File: src/rtl/inst_mem_loadable_if.sv
// Fetch and loader bus for inst_mem_loadable.
// master: the fetch stage plus the host loader. slave: the memory.
interface inst_mem_loadable_if #(
    parameter int ADDR_W = 8,
    parameter int INST_W = 16
);
    // fetch side
    logic [ADDR_W-1:0] addr;
    logic              fetch_en;
    logic [INST_W-1:0] instruction;
    logic              inst_valid;
    // loader side
    logic              load_mode;
    logic              ld_valid;
    logic [7:0]        ld_byte;
    logic              ld_ready;
    logic [ADDR_W:0]   ld_words;
    logic              ld_err;

    modport master (
        output addr, fetch_en, load_mode, ld_valid, ld_byte,
        input  instruction, inst_valid, ld_ready, ld_words, ld_err
    );

    modport slave (
        input  addr, fetch_en, load_mode, ld_valid, ld_byte,
        output instruction, inst_valid, ld_ready, ld_words, ld_err
    );
endinterface

File: src/rtl/inst_mem_loadable.sv
// Instruction memory for the 16-bit CPU with a registered 1-cycle fetch
// and a byte-stream loader that writes programs at run time.
// While load_mode is held high the CPU sees HALT_WORD with inst_valid low.
// Bytes arrive MSB-first; a word is written once all of its bytes are in.
// Build option: define BOOT_ROM_EN to preload the boot program; otherwise
// every word powers up as HALT_WORD. The loader is the same in both builds.
module inst_mem_loadable #(
    parameter int                ADDR_W    = 8,
    parameter int                INST_W    = 16,
    parameter int                DEPTH     = 256,
    parameter logic [INST_W-1:0] HALT_WORD = INST_W'(16'hF000)
) (
    input logic clk,
    input logic rst,
    inst_mem_loadable_if.slave bus
);
    localparam int BYTES = INST_W / 8;
    localparam int BI_W  = (BYTES > 1) ? $clog2(BYTES) : 1;
`ifdef BOOT_ROM_EN
    // Storage is padded to hold the whole boot image even for tiny DEPTH;
    // words at or beyond DEPTH are never readable or writable.
    localparam int MEM_N = (DEPTH < 10) ? 10 : DEPTH;
`else
    localparam int MEM_N = DEPTH;
`endif
    localparam int MI_W = (MEM_N > 1) ? $clog2(MEM_N) : 1;

    localparam logic [ADDR_W:0] DEPTH_L   = (ADDR_W + 1)'(DEPTH);
    localparam logic [BI_W-1:0] LAST_BYTE = BI_W'(BYTES - 1);

    typedef enum logic {RUN, LOAD} state_t;

    // Contents survive reset; only the power-up image differs per build.
`ifdef BOOT_ROM_EN
    logic [INST_W-1:0] mem [0:MEM_N-1] = '{
        0: INST_W'(16'h8442), 1: INST_W'(0), 2: INST_W'(0), 3: INST_W'(0),
        4: INST_W'(16'h88F5), 5: INST_W'(0), 6: INST_W'(0), 7: INST_W'(0),
        8: INST_W'(16'hA600), 9: INST_W'(16'hF000),
        default: HALT_WORD
    };
`else
    logic [INST_W-1:0] mem [0:MEM_N-1] = '{default: HALT_WORD};
`endif

    state_t            state, next_state;
    logic [INST_W-1:0] instr_q;
    logic              vld_q;
    logic [BI_W-1:0]   idx;
    logic [ADDR_W:0]   wr_ptr;   // doubles as the words-written count
    logic              err_q;
    logic [INST_W-1:0] asm_q;    // holds the most recent bytes of the word
    logic [INST_W-1:0] wr_word;
    logic              ld_ready, accept, full, last, wr_en;
    logic              enter_load, exit_load, in_range;

    // Next state plus loader/fetch decode.
    always_comb begin
        next_state = state;
        ld_ready   = 1'b0;
        enter_load = 1'b0;
        exit_load  = 1'b0;
        unique case (state)
            RUN: begin
                if (bus.load_mode) begin
                    next_state = LOAD;
                    enter_load = 1'b1;
                end
            end
            LOAD: begin
                // Ready comes from state alone, so the byte offered in the
                // same cycle load_mode drops is still taken.
                ld_ready = 1'b1;
                if (!bus.load_mode) begin
                    next_state = RUN;
                    exit_load  = 1'b1;
                end
            end
            default: next_state = RUN;
        endcase
        accept   = ld_ready && bus.ld_valid;
        full     = (wr_ptr == DEPTH_L);
        last     = (idx == LAST_BYTE);
        wr_en    = accept && !full && last && !rst;
        wr_word  = INST_W'({asm_q, bus.ld_byte});
        in_range = ({1'b0, bus.addr} < DEPTH_L);
    end

    // State, fetch register and loader bookkeeping.
    always_ff @(posedge clk) begin
        if (rst) begin
            state   <= RUN;
            instr_q <= HALT_WORD;
            vld_q   <= 1'b0;
            idx     <= '0;
            wr_ptr  <= '0;
            err_q   <= 1'b0;
        end else begin
            state <= next_state;

            if (state == LOAD) begin
                instr_q <= HALT_WORD;
                vld_q   <= 1'b0;
            end else if (bus.fetch_en) begin
                instr_q <= in_range ? mem[MI_W'(bus.addr)] : HALT_WORD;
                vld_q   <= 1'b1;
            end else begin
                vld_q   <= 1'b0;
            end

            if (enter_load) begin
                idx    <= '0;
                wr_ptr <= '0;
                err_q  <= 1'b0;
            end else if (accept) begin
                if (full) begin
                    err_q <= 1'b1;
                end else if (last) begin
                    idx    <= '0;
                    wr_ptr <= wr_ptr + 1'b1;
                end else begin
                    idx <= idx + 1'b1;
                end
            end

            // Leaving LOAD throws away any partly assembled word.
            if (exit_load) idx <= '0;
        end
    end

    // Byte assembly shift register; older bytes simply fall off the top.
    always_ff @(posedge clk) begin
        if (accept && !full) asm_q <= wr_word;
    end

    // Memory write port; suppressed during reset so a mid-load reset drops the word.
    always_ff @(posedge clk) begin
        if (wr_en) mem[MI_W'(wr_ptr)] <= wr_word;
    end

    assign bus.instruction = instr_q;
    assign bus.inst_valid  = vld_q;
    assign bus.ld_ready    = ld_ready;
    assign bus.ld_words    = wr_ptr;
    assign bus.ld_err      = err_q;
endmodule

File: src/flat_wrapper.sv
// flat-port wrapper written by rule: the top's interface ports become plain ports
module inst_mem_loadable_flat 
#(
    parameter int                ADDR_W    = 8,
    parameter int                INST_W    = 16,
    parameter int                DEPTH     = 256,
    parameter logic [INST_W-1:0] HALT_WORD = INST_W'(16'hF000)
)
  (clk, rst, bus_addr, bus_fetch_en, bus_load_mode, bus_ld_valid, bus_ld_byte, bus_instruction, bus_inst_valid, bus_ld_ready, bus_ld_words, bus_ld_err);
  inst_mem_loadable_if #(.ADDR_W(ADDR_W), .INST_W(INST_W)) bus_i ();
  input logic clk;
  input logic rst;
  input wire logic [$bits(bus_i.addr)-1:0] bus_addr;
  input wire logic [$bits(bus_i.fetch_en)-1:0] bus_fetch_en;
  input wire logic [$bits(bus_i.load_mode)-1:0] bus_load_mode;
  input wire logic [$bits(bus_i.ld_valid)-1:0] bus_ld_valid;
  input wire logic [$bits(bus_i.ld_byte)-1:0] bus_ld_byte;
  output wire logic [$bits(bus_i.instruction)-1:0] bus_instruction;
  output wire logic [$bits(bus_i.inst_valid)-1:0] bus_inst_valid;
  output wire logic [$bits(bus_i.ld_ready)-1:0] bus_ld_ready;
  output wire logic [$bits(bus_i.ld_words)-1:0] bus_ld_words;
  output wire logic [$bits(bus_i.ld_err)-1:0] bus_ld_err;
  assign bus_i.addr = bus_addr;
  assign bus_i.fetch_en = bus_fetch_en;
  assign bus_i.load_mode = bus_load_mode;
  assign bus_i.ld_valid = bus_ld_valid;
  assign bus_i.ld_byte = bus_ld_byte;
  assign bus_instruction = bus_i.instruction;
  assign bus_inst_valid = bus_i.inst_valid;
  assign bus_ld_ready = bus_i.ld_ready;
  assign bus_ld_words = bus_i.ld_words;
  assign bus_ld_err = bus_i.ld_err;
  inst_mem_loadable #(.ADDR_W(ADDR_W), .INST_W(INST_W), .DEPTH(DEPTH), .HALT_WORD(HALT_WORD)) u_core (.clk(clk), .rst(rst), .bus(bus_i));
endmodule
File: config.mk
export PLATFORM = sky130hd
export DESIGN_NAME = inst_mem_loadable_flat
export DESIGN_NICKNAME = d
export VERILOG_FILES = /design/src/rtl/inst_mem_loadable_if.sv /design/src/rtl/inst_mem_loadable.sv /design/src/flat_wrapper.sv
export SDC_FILE = /design/constraint.sdc
export NUM_CORES = 2
export LEC_CHECK = 0
export CAP_MARGIN = 20
export CORE_MARGIN = 2
export CORE_UTILIZATION = 40
export CTS_CLUSTER_SIZE = 24
export DETAILED_ROUTE_END_ITERATION = 10
export DONT_BUFFER_PORTS = 1
export PLACE_DENSITY = 0.62
export SLEW_MARGIN = 30
export SYNTH_ARGS = -nofsm -noshare
export SYNTH_HDL_FRONTEND = slang
export SYNTH_SLANG_ARGS = --single-unit
File: constraint.sdc
create_clock -name clk -period 3.8 [get_ports clk]
set_input_delay 0.38 -clock clk [delete_from_list [all_inputs] [get_ports clk]]
set_output_delay 0.38 -clock clk [all_outputs]
set_load 0.05 [all_outputs]
Word level (Yosys, flattened, before mapping)

Memories as Yosys holds them, arrays and structs flattened. A register that Yosys moved wholly into a read port is not among the register bits.
Index checks and enable logic that the tools add are counted.

Bits in registers: 21
Bits in writable memories: 4096
Input port bits: 21
Output and inout port bits: 28
Word-level logic and storage cells: 32
Memories kept: 1

Memories:

| name       | depth | bits a word | rd ports | clocked after Yosys merged registers in | wr ports | RTL line                | text |
|---|---|---|---|---|---|---|---|
| u_core.mem | 256   | 16          | 1        | 1                                       | 1        | inst_mem_loadable.sv:42 | `logic [INST_W-1:0] mem [0:MEM_N-1] = '{default: HALT_WORD};` |

$add $sub $neg: 2
Equality and inequality tests: 1
Mux-type cells: 9
Bitwise logic cells: 1
Reductions and logical operators: 12

Operators with widths:

| kind                                         | number |
|---|---|
| adder 9 x 1 -> 9 bit (second input constant) | 1 |
| equality test 9 bit (second input constant)  | 1 |
| two-way mux 1 bit                            | 9 |
| logical AND 1 bit                            | 4 |
| AND reduction 2 bit                          | 2 |
| OR reduction 2 bit                           | 2 |
| AND reduction 3 bit                          | 1 |
| OR reduction 3 bit                           | 1 |
| zero test 1 bit                              | 2 |
| adder 1 bit (second input constant)          | 1 |
| inverter 1 bit                               | 1 |

Longest topological paths before layout

Depth in word-level cells: 7
Depth in mapped cells: 14
Depth with buffers taken out: 9

Worst setup path after synthesis

OpenSTA, ideal clock, no wires.

Path kind: register -> register
Start: register u_core.asm_q[2]
End: memory u_core.mem[0][10], data pin
Setup time: 817 ps
Arrival time: 3228 ps
Data required time: 2983 ps
Slack: -246 ps
Stages on the path, launching flop included: 1
Path buffers: 0
Period minus slack after synthesis: 4046 ps
Cells stage by stage: edfxtp_1

RTL lines:

| element                | RTL line                 | text |
|---|---|---|
| start, declared        | inst_mem_loadable.sv:51  | `logic [INST_W-1:0] asm_q;` |
| start signal, assigned | inst_mem_loadable.sv:132 | `if (accept && !full) asm_q <= wr_word;` |
| end, declared          | inst_mem_loadable.sv:42  |  |

No word-level cell before the write port.

Worst setup path in the final report

Start: register u_core.state
End: register u_core.instr_q[0], in the netlist u_core.bus.instruction[0], read port of u_core.mem

Longest elaborated chain between the ends: 1

Ends and longest elaborated chain:

| element                             | RTL line                | text |
|---|---|---|
| start, declared                     | inst_mem_loadable.sv:45 | `state_t state, next_state;` |
| start signal, assigned              | inst_mem_loadable.sv:98 | `state <= next_state;` |
| OR reduction 2 bit (no source line) | --                      |  |
| end, declared                       | inst_mem_loadable.sv:46 | `logic [INST_W-1:0] instr_q;` |

Every way passes these cells.
A chain may end at the register's enable or synchronous reset.

==> flow_summary.yaml <==
sta:
  fmax_mhz: 266
  tightest_slew_ps: 1200
  clock_skew_ps: 49.1
  slew_headroom: 0.197
  setup_slack_ps: 36.2
  finalHoldViolCount: 0
  holdWs_ps: 68.9
  finalSetupViolations: 0
  min_period_ps: 3760
  rsz0062_at_grt: "false"
  final_max_slew_viol_count: 0
  period_share: 0.990
yosys:
  synth_adder_area_share: 0.000314
  synthSimpleGateAreaFrac: 0.0238
  yosys-top-cells-count: "4104 x edfxtp_1, 867 x mux4_2, 414 x mux2i_1"
  synth_xor_area_frac: 0.000494
  mappedNetlistArea_mm2: 0.159
  synth_top_family_by_area: "multiplexers"
  yosysSeqAreaShare: 0.776
  yosysWarnings: 0
  synth.top_cell.area_share: 0.773
  yosysUniqueCellTypes: 76
  yosysTopAreaCell: "edfxtp_1"
  synth_compound_area_frac: 0.0295
  synth_ff_type: "edfxtp_1"
  synth_seq_cells: 4133
  syn-num-nets: 7459
  netlist_instances: 7434
  avgSynthCellArea_um2: 21.5
  synth-edff-count: 4104
  synthMuxAreaShare: 0.152
  synth_most_common_cell: "edfxtp_1"
  synthTopCellsByArea: "edfxtp_1 77%, mux4_2 12%, mux2i_1 2.6%"
  async_flop_share: 0
clock_tree:
  tritoncts: "done"
  clk_pin_slew_ps: 60
  cts.sinks: 4133
  numCtsBuffers: 405
  cts.path.max_buffers: 4
  cts_root_buffer: "clkbuf_16"
  htree_num_levels: 5
  clkLatencyLatePin_ps: 990
critical_path:
  cp_slowest_stage_delay_ps: 720
  reg2reg_depth: 12
  cp_cell_sequence: "buf_4 -> nor2_1 -> buf_4 -> buf_4 -> nand3_1 -> buf_4 -> a2111oi_0 -> buf_4 -> nand3_1 -> nor4_1 -> buf_4 -> a211o_1"
  cp-end-kind: "register"
  cp_data_required_time_ps: 4700
  worstPathMaxFanout: 10
  cpMaxStageDelayCell: "nor4_1"
  startpoint_type: "register"
  crit_type: "register to register"
  cp_common_cell: "buf_4"
  critPathArrivalTime_ps: 4670
die:
  core_mm2: 0.396
  die_area_mm2: 0.404
  boundaryPins: 49
  die_y_um: 635
  die_w_um: 635
  num_rows: 231
  start_util: 0.402
global_route:
  grt.overflow.total: 0
  grt_pass1_vias: 81500
  grt_start_max_net_pins: 258
  grtUsageTotal: 0.234
  antenna_found_initial: 34
  grt_pass1_wl_um: 666000
pwr:
  power_density_mw_per_mm2: 514
  total_leakage_power_nw: 59.0
  ir_worst_vdd_mv: 0.433
detailed_routing:
  drcViolationCount: 0
  detail-route-antenna-nets: 0
  via_count: 84100
  wl_per_cell_um: 35.3
  via_per_inst: 6.09
  routed_wl_um: 487000
  firstDrtPassIters: 5
  drt_first_iter_violations: 13500
place:
  gp_congestion: 0.875
  port_buffers: 0
  post-dp-hpwl_um: 285000
  place_area_mm2: 0.171
  place_worst_setup_slack_ps: -2010
hold_path:
  hold_path.class: "input pin to register"
  whs_path_depth: 2
finish:
  final_cell_area_mm2: 0.185
  synthToLayoutAreaGrowth_pct: 16.3
  final_nets: 8240
  drive_gt1_frac: 0.283
outcome:
  outcome: "finished, final reports clean"
job:
  drv_cap: 0
[cells by family (layout without fill, tap and decap cells)]
logic type               count (synthesis)  in the layout
flip-flops                            4133           4133
multiplexers                          1312           1312
AND/OR/NAND/NOR                        861            861
AO/OA/AOI/OAI                          675            675
buffers and inverters                  440           1562
XOR/XNOR                                 9              9
adder cells (fa/ha/maj)                  4              4
other                                    0              9
[per-layer routing]
metal,up-vias,GRT usage,routed length (µm)
li1,32900,-,-
met1,45000,0.317,181000
met2,5308,0.372,230000
met3,887,0.0465,52000
met4,12,0.0984,23600
met5,-,0,81
[report_power, final]
part	switching [mW]	internal, mW
clock network	17.3	23.4
logic	2.80	1.71
registers	0.122	49.9
total	20.3	75.0
[cells in the final DEF, fill, tap and decap left out, types with 70 or more instances in the layout]
master | synthesis | layout
edfxtp_1 | 4104 | 4104
mux4_2 | 867 | 868
buf_4 | 50 | 658
clkbuf_16 | 0 | 419
mux2i_1 | 414 | 414
nand2_1 | 242 | 241
nor2_1 | 355 | 233
o22ai_1 | 129 | 129
a21oi_1 | 98 | 97
a22oi_1 | 92 | 92
clkinv_1 | 0 | 89
nor2_2 | 0 | 88
o221ai_1 | 80 | 80
clkinv_2 | 0 | 78
nand3_1 | 76 | 76
o21ai_0 | 75 | 74
clkbuf_1 | 151 | 70
buf_12 | 3 | 70
[final cells by class]
class / count / area, µm²
fillers: 32200 / 211000
flip-flops and latches: 4133 / 124000
multi-input cells: 2861 / 33400
clock buffers: 502 / 10900
repair buffers: 805 / 8160
well taps: 5242 / 6560
clock inverters: 246 / 2540
inverters: 9 / 43.8
diodes: 9 / 22.5
[critical path, delay by kind of cell (launching register included)]
| family | cells | cell delay (ps) |
|---|---|---|
| buf+inv | 6 | 1440 |
| simple gates | 4 | 1160 |
| compound gates | 2 | 720 |
| flops | 1 | 320 |
[path summary, 6_finish.rpt]
kind                                startpoint                         to  slack, ps
worst max-delay path              u_core.state  u_core.bus.instruction[0]         40
worst min-delay path            bus_ld_byte[7]          u_core.mem[14][7]         70
worst max register to register    u_core.state  u_core.bus.instruction[0]         40
worst min register to register      u_core.idx     u_core.bus.ld_words[1]        570
[sequential cells by signal (all words and copies together) (netlist names)]
signal and cells:
u_core.idx 1, u_core.bus.inst_valid 1, u_core.bus.ld_err 1, u_core.bus.instruction 16, u_core.asm_q 8, u_core.mem 4096
u_core.bus.ld_words 9, u_core.state 1
[per-stage QoR]
stage          utilization  instances  TNS [ps]  power (mW)
6_report             0.468      13800         0        95.3
5_1_grt              0.468      13800         0        97.4
3_3_place_gp         0.429      13000    -23070        54.6
4_1_cts              0.467      13800         0        95.5
2_1_floorplan            -       7434   -503250        53.3
3_5_place_dp         0.431      13000    -23810        54.9
[what timing repair did]
action                                  4_1_cts  5_1_grt
setup buffers                                 0        0
gates resized for setup                       1        3
endpoints found under the hold margin      1733      148
gates cloned                                  8        5
hold buffers                                 24        6
endpoints found under the setup margin       15       12
Note: power is estimated with default switching activity, not from simulation.
